--- src/rtl/mips_ctrl_pkg.sv ---
// Shared encodings for the multi-cycle MIPS controller: states, opcodes, functs
// and every datapath select value the controller drives.
package mips_ctrl_pkg;

    localparam int unsigned OP_W     = 6;
    localparam int unsigned FN_W     = 6;
    localparam int unsigned ALUC_W   = 3;
    localparam int unsigned ALUOP_W  = 2;
    localparam int unsigned SEL_W    = 2;

    localparam logic [OP_W-1:0] OP_RTYPE = 6'b000000;
    localparam logic [OP_W-1:0] OP_J     = 6'b000010;
    localparam logic [OP_W-1:0] OP_JAL   = 6'b000011;
    localparam logic [OP_W-1:0] OP_BEQ   = 6'b000100;
    localparam logic [OP_W-1:0] OP_ADDI  = 6'b001000;
    localparam logic [OP_W-1:0] OP_SLTI  = 6'b001010;
    localparam logic [OP_W-1:0] OP_LW    = 6'b100011;
    localparam logic [OP_W-1:0] OP_SW    = 6'b101011;

    localparam logic [FN_W-1:0] FN_JR    = 6'b001000;
    localparam logic [FN_W-1:0] FN_ADD   = 6'b100000;
    localparam logic [FN_W-1:0] FN_SUB   = 6'b100010;
    localparam logic [FN_W-1:0] FN_AND   = 6'b100100;
    localparam logic [FN_W-1:0] FN_OR    = 6'b100101;
    localparam logic [FN_W-1:0] FN_SLT   = 6'b101010;

    localparam logic [SEL_W-1:0] REG_DST_RT = 2'b00;
    localparam logic [SEL_W-1:0] REG_DST_RD = 2'b01;
    localparam logic [SEL_W-1:0] REG_DST_RA = 2'b10;

    localparam logic [SEL_W-1:0] WB_ALUOUT  = 2'b00;
    localparam logic [SEL_W-1:0] WB_MDR     = 2'b01;
    localparam logic [SEL_W-1:0] WB_PC      = 2'b10;

    localparam logic SRCA_PC  = 1'b0;
    localparam logic SRCA_REG = 1'b1;

    localparam logic [SEL_W-1:0] SRCB_B     = 2'b00;
    localparam logic [SEL_W-1:0] SRCB_FOUR  = 2'b01;
    localparam logic [SEL_W-1:0] SRCB_IMM   = 2'b10;
    localparam logic [SEL_W-1:0] SRCB_BR    = 2'b11;

    localparam logic [SEL_W-1:0] PCSRC_ALU    = 2'b00;
    localparam logic [SEL_W-1:0] PCSRC_ALUOUT = 2'b01;
    localparam logic [SEL_W-1:0] PCSRC_JUMP   = 2'b10;
    localparam logic [SEL_W-1:0] PCSRC_REG    = 2'b11;

    localparam logic [ALUC_W-1:0] ALU_AND = 3'b000;
    localparam logic [ALUC_W-1:0] ALU_OR  = 3'b001;
    localparam logic [ALUC_W-1:0] ALU_ADD = 3'b010;
    localparam logic [ALUC_W-1:0] ALU_SUB = 3'b110;
    localparam logic [ALUC_W-1:0] ALU_SLT = 3'b111;

    localparam logic [ALUOP_W-1:0] ALUOP_ADD   = 2'b00;
    localparam logic [ALUOP_W-1:0] ALUOP_SUB   = 2'b01;
    localparam logic [ALUOP_W-1:0] ALUOP_FUNCT = 2'b10;
    localparam logic [ALUOP_W-1:0] ALUOP_SLT   = 2'b11;

    typedef enum logic [3:0] {
        S_FETCH,
        S_DECODE,
        S_MEM_ADDR,
        S_MEM_READ,
        S_MEM_WB,
        S_MEM_WRITE,
        S_R_EXEC,
        S_R_WB,
        S_I_EXEC,
        S_I_WB,
        S_BRANCH,
        S_JUMP,
        S_JAL,
        S_JR
    } state_t;

endpackage

--- src/rtl/mips_mc_controller_if.sv ---
// Controller <-> datapath bundle: IR fields and zero flag in, all selects/enables out.
interface mips_mc_controller_if;
    import mips_ctrl_pkg::*;

    logic [OP_W-1:0]   opcode;
    logic [FN_W-1:0]   funct;
    logic              zero;

    logic              pc_en;
    logic              i_or_d;
    logic              mem_read;
    logic              mem_write;
    logic              ir_write;
    logic [SEL_W-1:0]  reg_dst;
    logic [SEL_W-1:0]  mem_to_reg;
    logic              reg_write;
    logic              alu_src_a;
    logic [SEL_W-1:0]  alu_src_b;
    logic [ALUC_W-1:0] alu_ctrl;
    logic [SEL_W-1:0]  pc_src;
    logic              instr_done;

    modport master (
        input  opcode, funct, zero,
        output pc_en, i_or_d, mem_read, mem_write, ir_write, reg_dst, mem_to_reg,
               reg_write, alu_src_a, alu_src_b, alu_ctrl, pc_src, instr_done
    );

    modport slave (
        output opcode, funct, zero,
        input  pc_en, i_or_d, mem_read, mem_write, ir_write, reg_dst, mem_to_reg,
               reg_write, alu_src_a, alu_src_b, alu_ctrl, pc_src, instr_done
    );
endinterface

--- src/rtl/mips_alu_decoder.sv ---
// Maps the controller's coarse ALU request (add/sub/slt/from-funct) to the ALU control code.
module mips_alu_decoder
    import mips_ctrl_pkg::*;
(
    input  logic [ALUOP_W-1:0] alu_op,
    input  logic [FN_W-1:0]    funct,
    output logic [ALUC_W-1:0]  alu_ctrl
);

    always_comb begin
        alu_ctrl = ALU_ADD;
        case (alu_op)
            ALUOP_ADD: alu_ctrl = ALU_ADD;
            ALUOP_SUB: alu_ctrl = ALU_SUB;
            ALUOP_SLT: alu_ctrl = ALU_SLT;
            default: begin
                // Unrecognised functs fall back to add
                case (funct)
                    FN_SUB:  alu_ctrl = ALU_SUB;
                    FN_AND:  alu_ctrl = ALU_AND;
                    FN_OR:   alu_ctrl = ALU_OR;
                    FN_SLT:  alu_ctrl = ALU_SLT;
                    default: alu_ctrl = ALU_ADD;
                endcase
            end
        endcase
    end

endmodule

--- src/rtl/mips_mc_controller.sv ---
// Multi-cycle MIPS main control FSM: Moore decode of every datapath select/enable
// from the current state; pc_en also folds in the ALU zero flag for branches.
module mips_mc_controller
    import mips_ctrl_pkg::*;
(
    input  logic                 clk,
    input  logic                 rst,
    mips_mc_controller_if.master bus
);

    state_t state;
    state_t state_next;

    logic               pc_write;
    logic               pc_write_cond;
    logic               mem_read_s;
    logic               mem_write_s;
    logic               ir_write_s;
    logic               reg_write_s;
    logic               done_s;
    logic               i_or_d_s;
    logic               alu_src_a_s;
    logic [SEL_W-1:0]   alu_src_b_s;
    logic [SEL_W-1:0]   reg_dst_s;
    logic [SEL_W-1:0]   mem_to_reg_s;
    logic [SEL_W-1:0]   pc_src_s;
    logic               alu_use;
    logic [ALUOP_W-1:0] alu_op;
    logic [ALUC_W-1:0]  alu_dec;

    always_ff @(posedge clk) begin
        if (rst) state <= S_FETCH;
        else     state <= state_next;
    end

    always_comb begin
        state_next    = S_FETCH;
        pc_write      = 1'b0;
        pc_write_cond = 1'b0;
        mem_read_s    = 1'b0;
        mem_write_s   = 1'b0;
        ir_write_s    = 1'b0;
        reg_write_s   = 1'b0;
        done_s        = 1'b0;
        i_or_d_s      = 1'b0;
        alu_src_a_s   = SRCA_PC;
        alu_src_b_s   = SRCB_B;
        reg_dst_s     = REG_DST_RT;
        mem_to_reg_s  = WB_ALUOUT;
        pc_src_s      = PCSRC_ALU;
        alu_use       = 1'b0;
        alu_op        = ALUOP_ADD;

        case (state)
            S_FETCH: begin
                mem_read_s  = 1'b1;
                ir_write_s  = 1'b1;
                alu_src_b_s = SRCB_FOUR;
                alu_use     = 1'b1;
                pc_write    = 1'b1;
                state_next  = S_DECODE;
            end
            S_DECODE: begin
                // Branch target is computed speculatively into ALUOut
                alu_src_b_s = SRCB_BR;
                alu_use     = 1'b1;
                case (bus.opcode)
                    OP_LW, OP_SW:    state_next = S_MEM_ADDR;
                    OP_RTYPE:        state_next = (bus.funct == FN_JR) ? S_JR : S_R_EXEC;
                    OP_ADDI, OP_SLTI: state_next = S_I_EXEC;
                    OP_BEQ:          state_next = S_BRANCH;
                    OP_J:            state_next = S_JUMP;
                    OP_JAL:          state_next = S_JAL;
                    default: begin
                        done_s     = 1'b1;
                        state_next = S_FETCH;
                    end
                endcase
            end
            S_MEM_ADDR: begin
                alu_src_a_s = SRCA_REG;
                alu_src_b_s = SRCB_IMM;
                alu_use     = 1'b1;
                state_next  = (bus.opcode == OP_SW) ? S_MEM_WRITE : S_MEM_READ;
            end
            S_MEM_READ: begin
                mem_read_s = 1'b1;
                i_or_d_s   = 1'b1;
                state_next = S_MEM_WB;
            end
            S_MEM_WB: begin
                mem_to_reg_s = WB_MDR;
                reg_write_s  = 1'b1;
                done_s       = 1'b1;
            end
            S_MEM_WRITE: begin
                mem_write_s = 1'b1;
                i_or_d_s    = 1'b1;
                done_s      = 1'b1;
            end
            S_R_EXEC: begin
                alu_src_a_s = SRCA_REG;
                alu_use     = 1'b1;
                alu_op      = ALUOP_FUNCT;
                state_next  = S_R_WB;
            end
            S_R_WB: begin
                reg_dst_s   = REG_DST_RD;
                reg_write_s = 1'b1;
                done_s      = 1'b1;
            end
            S_I_EXEC: begin
                alu_src_a_s = SRCA_REG;
                alu_src_b_s = SRCB_IMM;
                alu_use     = 1'b1;
                alu_op      = (bus.opcode == OP_SLTI) ? ALUOP_SLT : ALUOP_ADD;
                state_next  = S_I_WB;
            end
            S_I_WB: begin
                reg_write_s = 1'b1;
                done_s      = 1'b1;
            end
            S_BRANCH: begin
                alu_src_a_s   = SRCA_REG;
                alu_use       = 1'b1;
                alu_op        = ALUOP_SUB;
                pc_src_s      = PCSRC_ALUOUT;
                pc_write_cond = 1'b1;
                done_s        = 1'b1;
            end
            S_JUMP: begin
                pc_src_s = PCSRC_JUMP;
                pc_write = 1'b1;
                done_s   = 1'b1;
            end
            S_JAL: begin
                // PC already holds PC+4 here, which is the link value
                pc_src_s     = PCSRC_JUMP;
                pc_write     = 1'b1;
                reg_dst_s    = REG_DST_RA;
                mem_to_reg_s = WB_PC;
                reg_write_s  = 1'b1;
                done_s       = 1'b1;
            end
            S_JR: begin
                pc_src_s = PCSRC_REG;
                pc_write = 1'b1;
                done_s   = 1'b1;
            end
            default: state_next = S_FETCH;
        endcase
    end

    mips_alu_decoder u_alu_dec (
        .alu_op   (alu_op),
        .funct    (bus.funct),
        .alu_ctrl (alu_dec)
    );

    // Enables are squashed during reset so an aborted instruction cannot commit
    assign bus.pc_en      = !rst && (pc_write || (pc_write_cond && bus.zero));
    assign bus.mem_read   = !rst && mem_read_s;
    assign bus.mem_write  = !rst && mem_write_s;
    assign bus.ir_write   = !rst && ir_write_s;
    assign bus.reg_write  = !rst && reg_write_s;
    assign bus.instr_done = !rst && done_s;

    assign bus.i_or_d     = i_or_d_s;
    assign bus.alu_src_a  = alu_src_a_s;
    assign bus.alu_src_b  = alu_src_b_s;
    assign bus.reg_dst    = reg_dst_s;
    assign bus.mem_to_reg = mem_to_reg_s;
    assign bus.pc_src     = pc_src_s;
    assign bus.alu_ctrl   = alu_use ? alu_dec : ALUC_W'(0);

endmodule
--- src/flat_wrapper.sv ---
// flat-port wrapper written by rule: the top's interface ports become plain ports
module mips_mc_controller_flat import mips_ctrl_pkg::*;
  (clk, rst, bus_opcode, bus_funct, bus_zero, bus_pc_en, bus_i_or_d, bus_mem_read, bus_mem_write, bus_ir_write, bus_reg_dst, bus_mem_to_reg, bus_reg_write, bus_alu_src_a, bus_alu_src_b, bus_alu_ctrl, bus_pc_src, bus_instr_done);
  mips_mc_controller_if bus_i ();
  input  logic clk;
  input  logic rst;
  input wire logic [$bits(bus_i.opcode)-1:0] bus_opcode;
  input wire logic [$bits(bus_i.funct)-1:0] bus_funct;
  input wire logic [$bits(bus_i.zero)-1:0] bus_zero;
  output wire logic [$bits(bus_i.pc_en)-1:0] bus_pc_en;
  output wire logic [$bits(bus_i.i_or_d)-1:0] bus_i_or_d;
  output wire logic [$bits(bus_i.mem_read)-1:0] bus_mem_read;
  output wire logic [$bits(bus_i.mem_write)-1:0] bus_mem_write;
  output wire logic [$bits(bus_i.ir_write)-1:0] bus_ir_write;
  output wire logic [$bits(bus_i.reg_dst)-1:0] bus_reg_dst;
  output wire logic [$bits(bus_i.mem_to_reg)-1:0] bus_mem_to_reg;
  output wire logic [$bits(bus_i.reg_write)-1:0] bus_reg_write;
  output wire logic [$bits(bus_i.alu_src_a)-1:0] bus_alu_src_a;
  output wire logic [$bits(bus_i.alu_src_b)-1:0] bus_alu_src_b;
  output wire logic [$bits(bus_i.alu_ctrl)-1:0] bus_alu_ctrl;
  output wire logic [$bits(bus_i.pc_src)-1:0] bus_pc_src;
  output wire logic [$bits(bus_i.instr_done)-1:0] bus_instr_done;
  assign bus_i.opcode = bus_opcode;
  assign bus_i.funct = bus_funct;
  assign bus_i.zero = bus_zero;
  assign bus_pc_en = bus_i.pc_en;
  assign bus_i_or_d = bus_i.i_or_d;
  assign bus_mem_read = bus_i.mem_read;
  assign bus_mem_write = bus_i.mem_write;
  assign bus_ir_write = bus_i.ir_write;
  assign bus_reg_dst = bus_i.reg_dst;
  assign bus_mem_to_reg = bus_i.mem_to_reg;
  assign bus_reg_write = bus_i.reg_write;
  assign bus_alu_src_a = bus_i.alu_src_a;
  assign bus_alu_src_b = bus_i.alu_src_b;
  assign bus_alu_ctrl = bus_i.alu_ctrl;
  assign bus_pc_src = bus_i.pc_src;
  assign bus_instr_done = bus_i.instr_done;
  mips_mc_controller u_core (.clk(clk), .rst(rst), .bus(bus_i));
endmodule
--- config.mk ---
export PLATFORM = sky130hd
export DESIGN_NAME = mips_mc_controller_flat
export DESIGN_NICKNAME = d
export VERILOG_FILES = /design/src/rtl/mips_ctrl_pkg.sv /design/src/rtl/mips_mc_controller_if.sv /design/src/rtl/mips_alu_decoder.sv /design/src/rtl/mips_mc_controller.sv /design/src/flat_wrapper.sv
export SDC_FILE = /design/constraint.sdc
export NUM_CORES = 1
export LEC_CHECK = 0
export BUFFER_PORTS_ARGS = -buffer_cell sky130_fd_sc_hd__buf_2
export CAP_MARGIN = 20
export CORE_MARGIN = 10
export CORE_UTILIZATION = 35
export DETAILED_ROUTE_END_ITERATION = 8
export HOLD_SLACK_MARGIN = 0.02
export PLACE_DENSITY = 0.69
export REMOVE_ABC_BUFFERS = 1
export SYNTH_ARGS = -nofsm -noshare
export SYNTH_HDL_FRONTEND = slang
export SYNTH_SLANG_ARGS = --single-unit
--- constraint.sdc ---
create_clock -name clk -period 2.1 [get_ports clk]
set_input_delay 0.21 -clock clk [delete_from_list [all_inputs] [get_ports clk]]
set_output_delay 0.21 -clock clk [all_outputs]
set_load 0.05 [all_outputs]
# After elaboration in Yosys (flattened, before gate mapping)
# Index checks and enable logic that the tools add are counted.
[word_totals]
n_memories = 0
latchBits = 0
mem_bits_ro = 0
ff_bits = 4
ramBits = 0
[classes]
shift = 0
mul = 0
n_reduce_logical = 24
div = 0
mux = 24
n_addsub = 0
bitwise = 0
order_cmp = 0
n_eq_ne = 27
[ops]
columns = ["op", "n"]
rows = [
  ["$pmux 4 s6", 2],
  ["$eq 6x6->1 const B", 6],
  ["$eq 4x4->1 const B", 6],
  ["$eq 6x4->1 const B", 3],
  ["$pmux 2 s3", 3],
  ["$eq 4x3->1 const B", 4],
  ["$reduce_or 8->1", 2],
  ["$eq 6x2->1 const B", 2],
  ["$pmux 3 s4", 1],
  ["$reduce_or 2->1", 6],
  ["$reduce_or 4->1", 3],
  ["$mux 1", 10],
  ["$pmux 3 s3", 1],
  ["$eq 4x2->1 const B", 2],
  ["$pmux 2 s2", 2],
  ["$logic_and 1x1->1", 7],
  ["$eq 6x3->1 const B", 1],
  ["$logic_not 6->1", 1],
  ["$mux 3", 2],
  ["$reduce_or 6->1", 1],
  ["$eq 4x1->1 const B", 1],
  ["$logic_not 4->1", 1],
  ["$mux 4", 1],
  ["$eq 2x1->1 const B", 1],
  ["other kinds (6)", 6],
]

# Depth between registers and ports, before layout
# Gate-level depths: netlist of run 1.
[depth]
depth_word = 6
mapped_depth = 6
ltp_nobuf = 4

# Hierarchy
# From an unflattened synthesis of run 1, not the netlist that was laid out.
[unflattened]
hier_cells = 120
hier_area_um2 = 767.0
[by_module_without_submodules]
columns = ["module", "area_each_um2", "cells_each", "n_inst", "seq_area_each_um2"]
rows = [
  ["mips_mc_controller", 694.4, 112, 1, 80.1],
  ["mips_alu_decoder", 72.6, 8, 1, 0.0],
]

# Worst setup path before layout of run 1
# No wires, ideal clock.
[synth_path]
path_kind = "register to output"
start = "reg u_core.state[2]"
end = "out bus_alu_ctrl[1]"
stages_incl_launch_ff = 5
required_ns = 1.890
slack_ns = -0.766
t_arrival_ns = 2.656
cell_sequence = "dfxtp_1 > buf_2 > clkbuf_1 > nor3_1 > a2bb2oi_1"
[synth_between]
elab_chain_cells = 5
word_cells_on_any_way = 14
cone_classes = "eq/ne: 7; mux: 4; reduce/logical: 3"
[synth_lines]
columns = ["element", "line", "rtl"]
rows = [
  ["start, declared", "mips_mc_controller.sv:11", "state_t state;"],
  ["start signal, assigned", "mips_mc_controller.sv:33", "else state <= state_next;"],
  ["$eq 4x4->1 / $eq 4x3->1 (equally long branches)", "mips_mc_controller.sv:54", "case (state)"],
  ["$pmux 2 s3", "mips_mc_controller.sv:54", ""],
  ["$eq 2x2->1, or another cell as far along", "mips_alu_decoder.sv:12", "case (alu_op)"],
  ["$pmux 3 s3", "mips_alu_decoder.sv:12", ""],
  ["$mux 3 (*)", "mips_mc_controller.sv:174", "assign bus.alu_ctrl = alu_use ? alu_dec : ALUC_W'(0);"],
  ["end, declared", "flat_wrapper.sv:20", "output wire logic [$bits(bus_i.alu_ctrl)-1:0] bus_alu_ctrl;"],
]
# Mark *: on every way between the ends. The rest lies on a longest branch, timed or not.

# Worst setup path after layout of run 1
[layout_path]
start = "reg u_core.state[1]"
end = "out bus_alu_ctrl[2]"
# Same word-level chain as after synthesis.

==> results of run 1 <==
==> area by class of cell <==
type | instances | area (µm²)
multi-input combinational | 95 | 580.6
timing repair buffer | 36 | 187.7
sequential | 4 | 81.33
fill | 231 | 1049
tap | 27 | 33.78
inverter | 2 | 7.507
clock buffer | 3 | 22.52
==> worst reg2reg max path: cells and delay by family, from the launching register on <==
kind	cells	cell delay [ns]
flip-flops	1	0.41
AND/OR/NAND/NOR	2	0.79
AO/OA/AOI/OAI	2	0.36
==> report_power, final <==
part	leakage [nW]	internal, mW	switching, mW
clock network	0.0138	0.0646	0.0407
registers	0.0331	0.0781	0.00315
logic	0.354	0.0402	0.0800
==> path summary, 6_finish.rpt <==
path | startpoint | to | slack [ns]
worst min register to register | u_core.state[1] | u_core.state[2] | 0.61
worst max register to register | u_core.state[3] | u_core.state[1] | 0.45
worst min-delay path | rst | u_core.state[3] | 0.33
worst max-delay path | u_core.state[1] | bus_alu_ctrl[2] | 0.15
==> metrics by stage <==
step | TNS [ns] | power (mW) | setup slack, ns | hold WS, ns | std cells
floorplan | -2.652 | 0.1559 | -0.8078 | 0.3617 | 101
global placement | 0 | 0.2001 | 0.3543 | 0.5673 | 164
detailed placement | 0 | 0.2020 | 0.3066 | 0.5838 | 164
CTS | 0 | 0.3089 | 0.01919 | 0.3329 | 167
global route | 0 | 0.3252 | 0.02592 | 0.3771 | 167
finish | 0 | 0.3068 | 0.1456 | 0.3350 | 167
==> kinds of logic (layout without fill, tap and decap cells) <==
logic type	count (synthesis)	in the layout	synth area share (%)
AOI/OAI and AO/OA	29	29	27.23
xor gates and xnor gates	3	3	3.666
and+or+nand+nor	63	63	48.87
buffers and inverters	14	41	9.075
DFF	4	4	11.17
==> per-layer routing <==
| layer | vias up | GRT usage, % |
|---|---|---|
| li1 | 468 | - |
| met1 | 410 | 12.55 |
| met2 | 30 | 16.95 |
| met3 | 4 | 5.085 |
| met4 | 0 | 2.406 |
| met5 | - | 0 |
==> timing repair <==
action / 4_1_cts / 5_1_grt
endpoints found under the hold margin: 0 / 0
gates resized for setup: 0 / 3
setup endpoints to repair: 0 / 5
==> synthesized netlist by cell type, types with 2 or more instances <==
| cell | number | area share [%] |
|---|---|---|
| clkbuf_1 | 8 | 4.2 |
| o21ai_0 | 6 | 4.2 |
| and4b_1 | 2 | 2.8 |
| inv_1 | 2 | 1.0 |
| a21oi_1 | 6 | 4.2 |
| nand2_1 | 10 | 5.2 |
| o22ai_1 | 2 | 1.7 |
| xor2_1 | 2 | 2.4 |
| dfxtp_1 | 4 | 11 |
| nor3b_1 | 2 | 2.1 |
| nor2b_1 | 3 | 2.6 |
| nand3b_1 | 3 | 3.1 |
| nor2_1 | 12 | 6.3 |
| nor3_1 | 8 | 5.6 |
| nand2b_1 | 7 | 6.1 |
| nor4_1 | 3 | 2.6 |
| nand3_1 | 4 | 2.8 |
==> cell usage in the layout, fill, tap and decap left out, types with 3 or more instances in the layout <==
master,instances
nor3_1,8
buf_2,33
nor2_1,12
a21oi_1,6
o21ai_0,6
nand3b_1,3
buf_4,3
nand2b_1,7
clkbuf_4,3
dfxtp_1,3
nand2_1,10
nand3_1,4
nor4_1,3
==> results_dict.tcl, run 1 <==
set metrics [dict create \
    post-route-util_pct 46.56 \
    period_needed_ns 1.954 \
    wl_met3_um 180 \
    die_h_um 65.26 \
    p_leak_nw 0.4010 \
    drt_iter0_markers 30 \
    drt-total-wl_um 2276 \
    top_layer "met4" \
    grt_overflow_total 0 \
    cts_setup_buffers 0 \
    ys_warn_count 0 \
    drv_cap 0 \
    fin_nets 157 \
    synth-edff-count 0 \
    finalHoldViolCount 0 \
    grt_max_degree 19 \
    worst_hold_path_type "in2reg" \
    antennaDiodeCount 0 \
    fp.dieArea_um2 4259 \
    syn_avg_cell_area_um2 6.345 \
    outcome "finished clean" \
    crit_family "simple AND/OR/NAND/NOR gates" \
    antenna_found_initial 0 \
    wl_per_cell_um 13.63 \
    largestRegisters "u_core.state x4" \
    startpoint_type "flip-flop" \
    fin_skew_ns 0.007269 \
    peakVddDrop_mv 0.2718 \
    crit_cells 5 \
    io_buffer_count 33 \
    synth-async-reset-ratio_pct 0 \
    via_per_inst 5.461 \
    fin_area_um2 913.4 \
    cellPowerDensity_nw_per_um2 335.8 \
    cts_buffers 3 \
    top_register "u_core.state" \
    slowest_delay_ns 0.50 \
    ys.flop_type "dfxtp_1" \
    hpwl_um 1795 \
    clkSlewWorstSetupHoldPaths_ns 0.04 \
    drive_above_1_share_pct 32.86 \
    worst_pin_slew_ns 0.4013 \
    path_buf_inv 1 \
    crit_path_end_kind "output pin" \
    synth_cell_type_count 46 \
    synth_cells 113 \
    wl_met1_um 1015 \
    ios 34 \
    crit_slowest_cell "dfxtp_1" \
    worstPathCellList "nor2b_2 > and4b_1 > nand3_1 > nand3_1 > buf_2" \
    syn_area_um2 716.9 \
    first_global_vias 872 \
    drc 0 \
    clkLatencyLatePin_ns 0.25 \
    met2_length_um 1066 \
    critical_path_required_ns 1.89 \
    root_buffer "clkbuf_4" \
    placed_cell_area_um2 880.8 \
    cts_tree "built" \
    reg2reg_depth 4 \
    place_congestion 0.8314 \
    slew-limit-headroom_pct 73.04 \
    arrival_ns 1.74 \
    clk_path_buf_depth 2 \
    dr.pass1.iters 4 \
    slew_violations 0 \
    cts_max_level 1 \
    cts_hold_buffers 0 \
    hold_path_depth 4 \
    track_usage_pct 10.63 \
    start_util_pct 36.54 \
    synth_seq_area_share_pct 11.17 \
    largest_reg_flops 4 \
    clkSinkCount 4 \
    synth-seq-cells 4 \
    crit_type "reg2out" \
    vias 912 \
    core_um2 1962 \
    setup_violations 0 \
    die_x_um 65.26 \
    syn_to_final_growth_pct 27.40 \
    fmax_mhz 511.7 \
    fin_crit_sh_pct 93.07 \
    cp_common_cell "nand3_1" \
    drtAntennaViolNets 0 \
    placementRows 16 \
    cp_max_fo 10 \
    rsz0062_at_grt "false" \
    grt_pass1_wl_um 3843 \
]
Power figures use the tool's default switching activity.
==> inputs of run 2 (changes only) <==
CORE_ASPECT_RATIO = 1.25   (was default)
HOLD_SLACK_MARGIN = default   (was 0.02)
MAX_ROUTING_LAYER = met4   (was default)
==> run 2 against run 1 <==
  * Via count up 2.5%
  * Fmax up 1.4%
  * Clock skew decreased by 0.0055 ns
  * Sequential power increased by 3.9%
  * Sequential cell count unchanged
  * Clock power decreased by 7%
  * Die area increased by 0.26%
==> results_dict.tcl, run 2 (synthesis results as in run 1) <==
set metrics [dict create \
    final_cell_mix "33 x buf_2, 12 x nor2_1, 10 x nand2_1" \
    clk_path_buf_depth 2 \
    cts_buffers 3 \
    clkSlewWorstSetupHoldPaths_ns 0.04 \
    start_util_pct 36.59 \
    worst_pin_slew_ns 0.4431 \
    hpwl_um 1761 \
    slowest_delay_ns 0.46 \
    cts_hold_buffers 0 \
    crit_family "simple AND/OR/NAND/NOR gates" \
    regToRegSetupSlack_ns 0.41 \
    cts_max_level 1 \
    timing.rr.end "u_core.state[1]" \
    dr.pass1.iters 4 \
    startpoint_type "flip-flop" \
    p_leak_nw 0.4018 \
    cp_common_cell "nand3_1" \
    slew-limit-headroom_pct 70.23 \
    crit_type "reg2out" \
    antennaDiodeCount 0 \
    drt-total-wl_um 2255 \
    drtAntennaViolNets 0 \
    crit_path_end_kind "output pin" \
    num-fill-cells 209 \
    die_h_um 70.60 \
    crit_slowest_cell "dfxtp_2" \
    syn_to_final_growth_pct 26.18 \
    via_per_inst 5.844 \
    grt_pass1_wl_um 3684 \
    post-route-util_pct 46.17 \
    track_usage_pct 10.71 \
    die_x_um 60.48 \
    holdWs_ns 0.3565 \
    grt_max_degree 19 \
    whs_endpoint "u_core.state[1]" \
    cellPowerDensity_nw_per_um2 330.9 \
    worst_hold_path_type "in2reg" \
    hold_path_depth 3 \
    fp.dieArea_um2 4270 \
    core_um2 1959 \
    cts_tree "built" \
    fin_nets 157 \
    clkSinkCount 4 \
    period_needed_ns 1.927 \
    critical_path_required_ns 1.89 \
    cts_setup_buffers 0 \
    clkLatencyLatePin_ns 0.24 \
    peakVddDrop_mv 0.1978 \
    antenna_found_initial 0 \
    place_congestion 0.8465 \
    fin_skew_ns 0.001761 \
    largestRegisters "u_core.state x4" \
    arrival_ns 1.72 \
    worstPathCellList "nor2b_1 > and4b_1 > nand3_1 > nand3_1 > buf_2" \
    wl_per_cell_um 14.09 \
    largest_reg_flops 4 \
    grt_overflow_total 0 \
    reg2reg_depth 4 \
    root_buffer "clkbuf_4" \
    drt_iter0_markers 10 \
    worstReg2RegStart "u_core.state[3]" \
    hold_start "bus_opcode[4]" \
    outcome "finished clean" \
    placed_cell_area_um2 872.1 \
    path_buf_inv 1 \
    first_global_vias 875 \
    finalHoldViolCount 0 \
    fin_crit_sh_pct 91.78 \
    drv_cap 0 \
    drc 0 \
    fmax_mhz 518.9 \
    cp_max_fo 15 \
    final_common_cell "buf_2" \
    top_register "u_core.state" \
    slew_violations 0 \
    vias 935 \
    ios 34 \
    fin_area_um2 904.6 \
    setup_violations 0 \
    io_buffer_count 33 \
    rsz0062_at_grt "false" \
    drive_above_1_share_pct 33.57 \
    placementRows 18 \
]
[run 2: cell counts in the layout (fill, tap and decap cells not counted)]
No cell type changed its count.
[run 2: how the worst max path moves through the flow]
stage / slack (ns) / cells past startpoint / startpoint / end
after global placement: 0.31 / 5 / u_core.state[1] / bus_alu_ctrl[2]
after detailed placement: 0.28 / 5 / u_core.state[1] / bus_alu_ctrl[2]
after CTS: 0.007 / 5 / u_core.state[1] / bus_alu_ctrl[2]
after global routing: 0.01 / 5 / u_core.state[1] / bus_alu_ctrl[2]
after floorplan: -0.81 / 2 / u_core.state[3] / bus_mem_to_reg[1]
final: 0.17 / 5 / u_core.state[1] / bus_alu_ctrl[2]
[run 2: layout make-up]
class	instances	area, µm²	share of cell area (%)
inverters	2	7.507	0.8299
multi-input cells	95	578.1	63.90
flip-flops and latches	4	83.83	9.267
repair buffers	36	187.7	20.75
well taps	20	25.02	2.766
clock buffers	3	22.52	2.490
[run 2: stage by stage]
step	TNS (ns)	power, mW	setup WS (ns)	std cells
6_report	0	0.2993	0.1727	160
5_1_grt	0	0.3254	0.009926	160
4_1_cts	0	0.3026	0.006671	160
3_5_place_dp	0	0.2006	0.2834	157
3_3_place_gp	0	0.1994	0.3061	157
2_1_floorplan	-2.652	0.1559	-0.8078	101
[run 2: report_power, final]
| group | internal [mW] | total [mW] | leakage (nW) | switching (mW) |
|---|---|---|---|---|
| sequential | 0.0785 | 0.0844 | 0.0338 | 0.00587 |
| combinational | 0.0401 | 0.117 | 0.354 | 0.0767 |
| clock | 0.0641 | 0.0981 | 0.0138 | 0.0340 |
| total | 0.183 | 0.299 | 0.402 | 0.117 |
[run 2: repair_timing]
action                                  4_1_cts  5_1_grt
endpoints found under the hold margin         0        0
resized for setup                             0        4
endpoints found under the setup margin        0        3
[run 2: routing by layer]
| metal | GRT usage [%] | wire, µm | share of wire (%) |
|---|---|---|---|
| met5 | - | 0 | 0 |
| met4 | 6.112 | 21 | 0.93 |
| met3 | 2.143 | 115 | 5.1 |
| met2 | 16.51 | 1070 | 47 |
| met1 | 12.36 | 1048 | 46 |
[run 2: worst register-to-register path, stage by stage (launching register included)]
cell and delay, ns:
dfxtp_1 0.43, or3_4 0.45, or3_1 0.36, a21o_1 0.19, o22ai_1 0.18
==> inputs of run 3 (changes only) <==
==> constraint.sdc (replaced) <==
create_clock -name clk -period 2.1 [get_ports clk]
set_input_delay 0.105 -clock clk [delete_from_list [all_inputs] [get_ports clk]]
set_output_delay 0.105 -clock clk [all_outputs]
set_load 0.05 [all_outputs]
==> run 3 against run 2 <==
  * Routed wire length down 5.9%
  * Cell area shrank 2.5%
  * Cell count decreased by 1.3%
  * Sequential share of layout area is 0.095 points higher
  * Power fell by 0.35%
  * Fmax decreased by 0.16%
  * Highest routed layer unchanged
  * Largest power group unchanged
  * Hold slack got worse by 0.14 ns
==> results_dict.tcl, run 3 (synthesis results as in run 1) <==
set metrics [dict create \
    outcome "finished clean" \
    drc 0 \
    final_common_cell "buf_2" \
    fp.dieArea_um2 4270 \
    gr-max-usage-layer "met2" \
    syn_to_final_growth_pct 23.04 \
    peakVddDrop_mv 0.2087 \
    worstPathCellList "nand2b_1 > a21bo_2 > a31o_2 > o31ai_1 > buf_2" \
    startpoint_type "flip-flop" \
    num-fill-cells 221 \
    critical_path_required_ns 2.00 \
    crit_slowest_cell "dfxtp_1" \
    die_x_um 60.48 \
    setup_violations 0 \
    core_um2 1959 \
    grt_max_degree 22 \
    io_buffer_count 33 \
    rsz0062_at_grt "false" \
    dpl.cell_count 155 \
    die_h_um 70.60 \
    dr.pass1.iters 4 \
    first_global_vias 859 \
    clkSlewWorstSetupHoldPaths_ns 0.04 \
    cellPowerDensity_nw_per_um2 338.2 \
    slew_violations 0 \
    root_buffer "clkbuf_4" \
    fin_cells 158 \
    vias 888 \
    grt_pass1_wl_um 3560 \
    crit_path_end_kind "output pin" \
    crit_type "reg2out" \
    drt_iter0_markers 19 \
    ios 34 \
    drt-total-wl_um 2121 \
    met2_usage_pct 15.94 \
    hpwl_um 1671 \
    finalHoldViolCount 0 \
    drtAntennaViolNets 0 \
    antenna_found_initial 0 \
    place_congestion 0.8384 \
    largestRegisters "u_core.state x4" \
    final_cell_mix "33 x buf_2, 12 x nor2_1, 10 x nand2_1" \
    worst_pin_slew_ns 0.5502 \
    track_usage_pct 10.33 \
    worstReg2RegStart "u_core.state[3]" \
    drv_cap 0 \
    regToRegSetupSlack_ns 0.40 \
    via_per_inst 5.620 \
    cts_hold_buffers 0 \
    whs_endpoint "u_core.state[1]" \
    largest_reg_flops 4 \
    wl_per_cell_um 13.42 \
    cts_buffers 3 \
    top_register "u_core.state" \
    cts_tree "built" \
    total_power_mw 0.2983 \
    met3_usage_pct 1.786 \
    timing.rr.end "u_core.state[0]" \
    p_leak_nw 0.3891 \
    cts_max_level 1 \
    fmax_mhz 518.0 \
    slowest_delay_ns 0.56 \
    placementRows 18 \
    slew-limit-headroom_pct 63.27 \
    clkSinkCount 4 \
    fin_nets 155 \
    use_met1_pct 12.37 \
    start_util_pct 36.59 \
    hold_path_depth 3 \
    clk_path_buf_depth 2 \
    clkLatencyLatePin_ns 0.24 \
    reg2reg_depth 4 \
    fin_crit_sh_pct 91.93 \
    arrival_ns 1.83 \
    cts_setup_buffers 0 \
    fin_skew_ns 0.005878 \
    worst_hold_path_type "in2reg" \
    cp_max_fo 13 \
    hold_start "bus_opcode[4]" \
    period_needed_ns 1.930 \
    antennaDiodeCount 0 \
    drive_above_1_share_pct 31.16 \
    grt_overflow_total 0 \
]
run 3: worst max path at each step:
stage	slack (ns)	start	end	depth (start not counted)
after floorplan	-0.70	u_core.state[3]	bus_mem_to_reg[1]	2
after global placement	0.36	u_core.state[1]	bus_alu_ctrl[2]	5
after detailed placement	0.31	u_core.state[1]	bus_alu_ctrl[2]	5
after CTS	0.04	u_core.state[1]	bus_alu_ctrl[2]	5
after global routing	0.03	u_core.state[3]	bus_alu_ctrl[0]	4
final	0.17	u_core.state[0]	bus_instr_done	5
run 3: final cells by class:
type	instances	area, µm²	area share, %
multi-input combinational	95	571.8	64.82
timing repair buffer	34	172.7	19.57
sequential	4	82.58	9.362
tap	20	25.02	2.837
clock buffer	3	22.52	2.553
inverter	2	7.507	0.8511
run 3: worst max-delay path, delay by kind of cell (launching register included):
| kind | cells | cell delay [ns] |
|---|---|---|
| buffers and inverters | 1 | 0.30 |
| DFF | 1 | 0.56 |
| and+or+nand+nor | 1 | 0.20 |
| AOI/OAI and AO/OA | 3 | 0.52 |
run 3: through the flow:
| step | setup TNS (ns) | utilization, % | area [µm²] | hold slack (ns) | worst slack (ns) |
|---|---|---|---|---|---|
| 2_1_floorplan | -2.013 | - | 659.4 | 0.2567 | -0.7028 |
| 3_3_place_gp | 0 | 43.74 | 857.1 | 0.4483 | 0.3644 |
| 3_5_place_dp | 0 | 43.74 | 857.1 | 0.4579 | 0.3073 |
| 4_1_cts | 0 | 44.89 | 879.6 | 0.2068 | 0.03633 |
| 5_1_grt | 0 | 45.02 | 882.1 | 0.2590 | 0.02813 |
| 6_report | 0 | 45.02 | 882.1 | 0.2153 | 0.1695 |
run 3: where the power goes:
part / switching, mW / total, mW / internal, mW
Clock: 0.0346 / 0.0987 / 0.0641
Combinational: 0.0754 / 0.115 / 0.0396
Sequential: 0.00638 / 0.0846 / 0.0782
run 3: what timing repair did:
item / in CTS / in global routing
endpoints found under the setup margin: 0 / 3
gates resized for setup: 0 / 2
endpoints found under the hold margin: 0 / 0
run 3: metal layers:
layer | part of all wire [%] | up-vias | wire, µm
met5 | 0 | - | 0
met4 | 1.8 | 0 | 39
met3 | 5.0 | 5 | 106
met2 | 46 | 26 | 985
met1 | 47 | 392 | 990
li1 | - | 465 | -
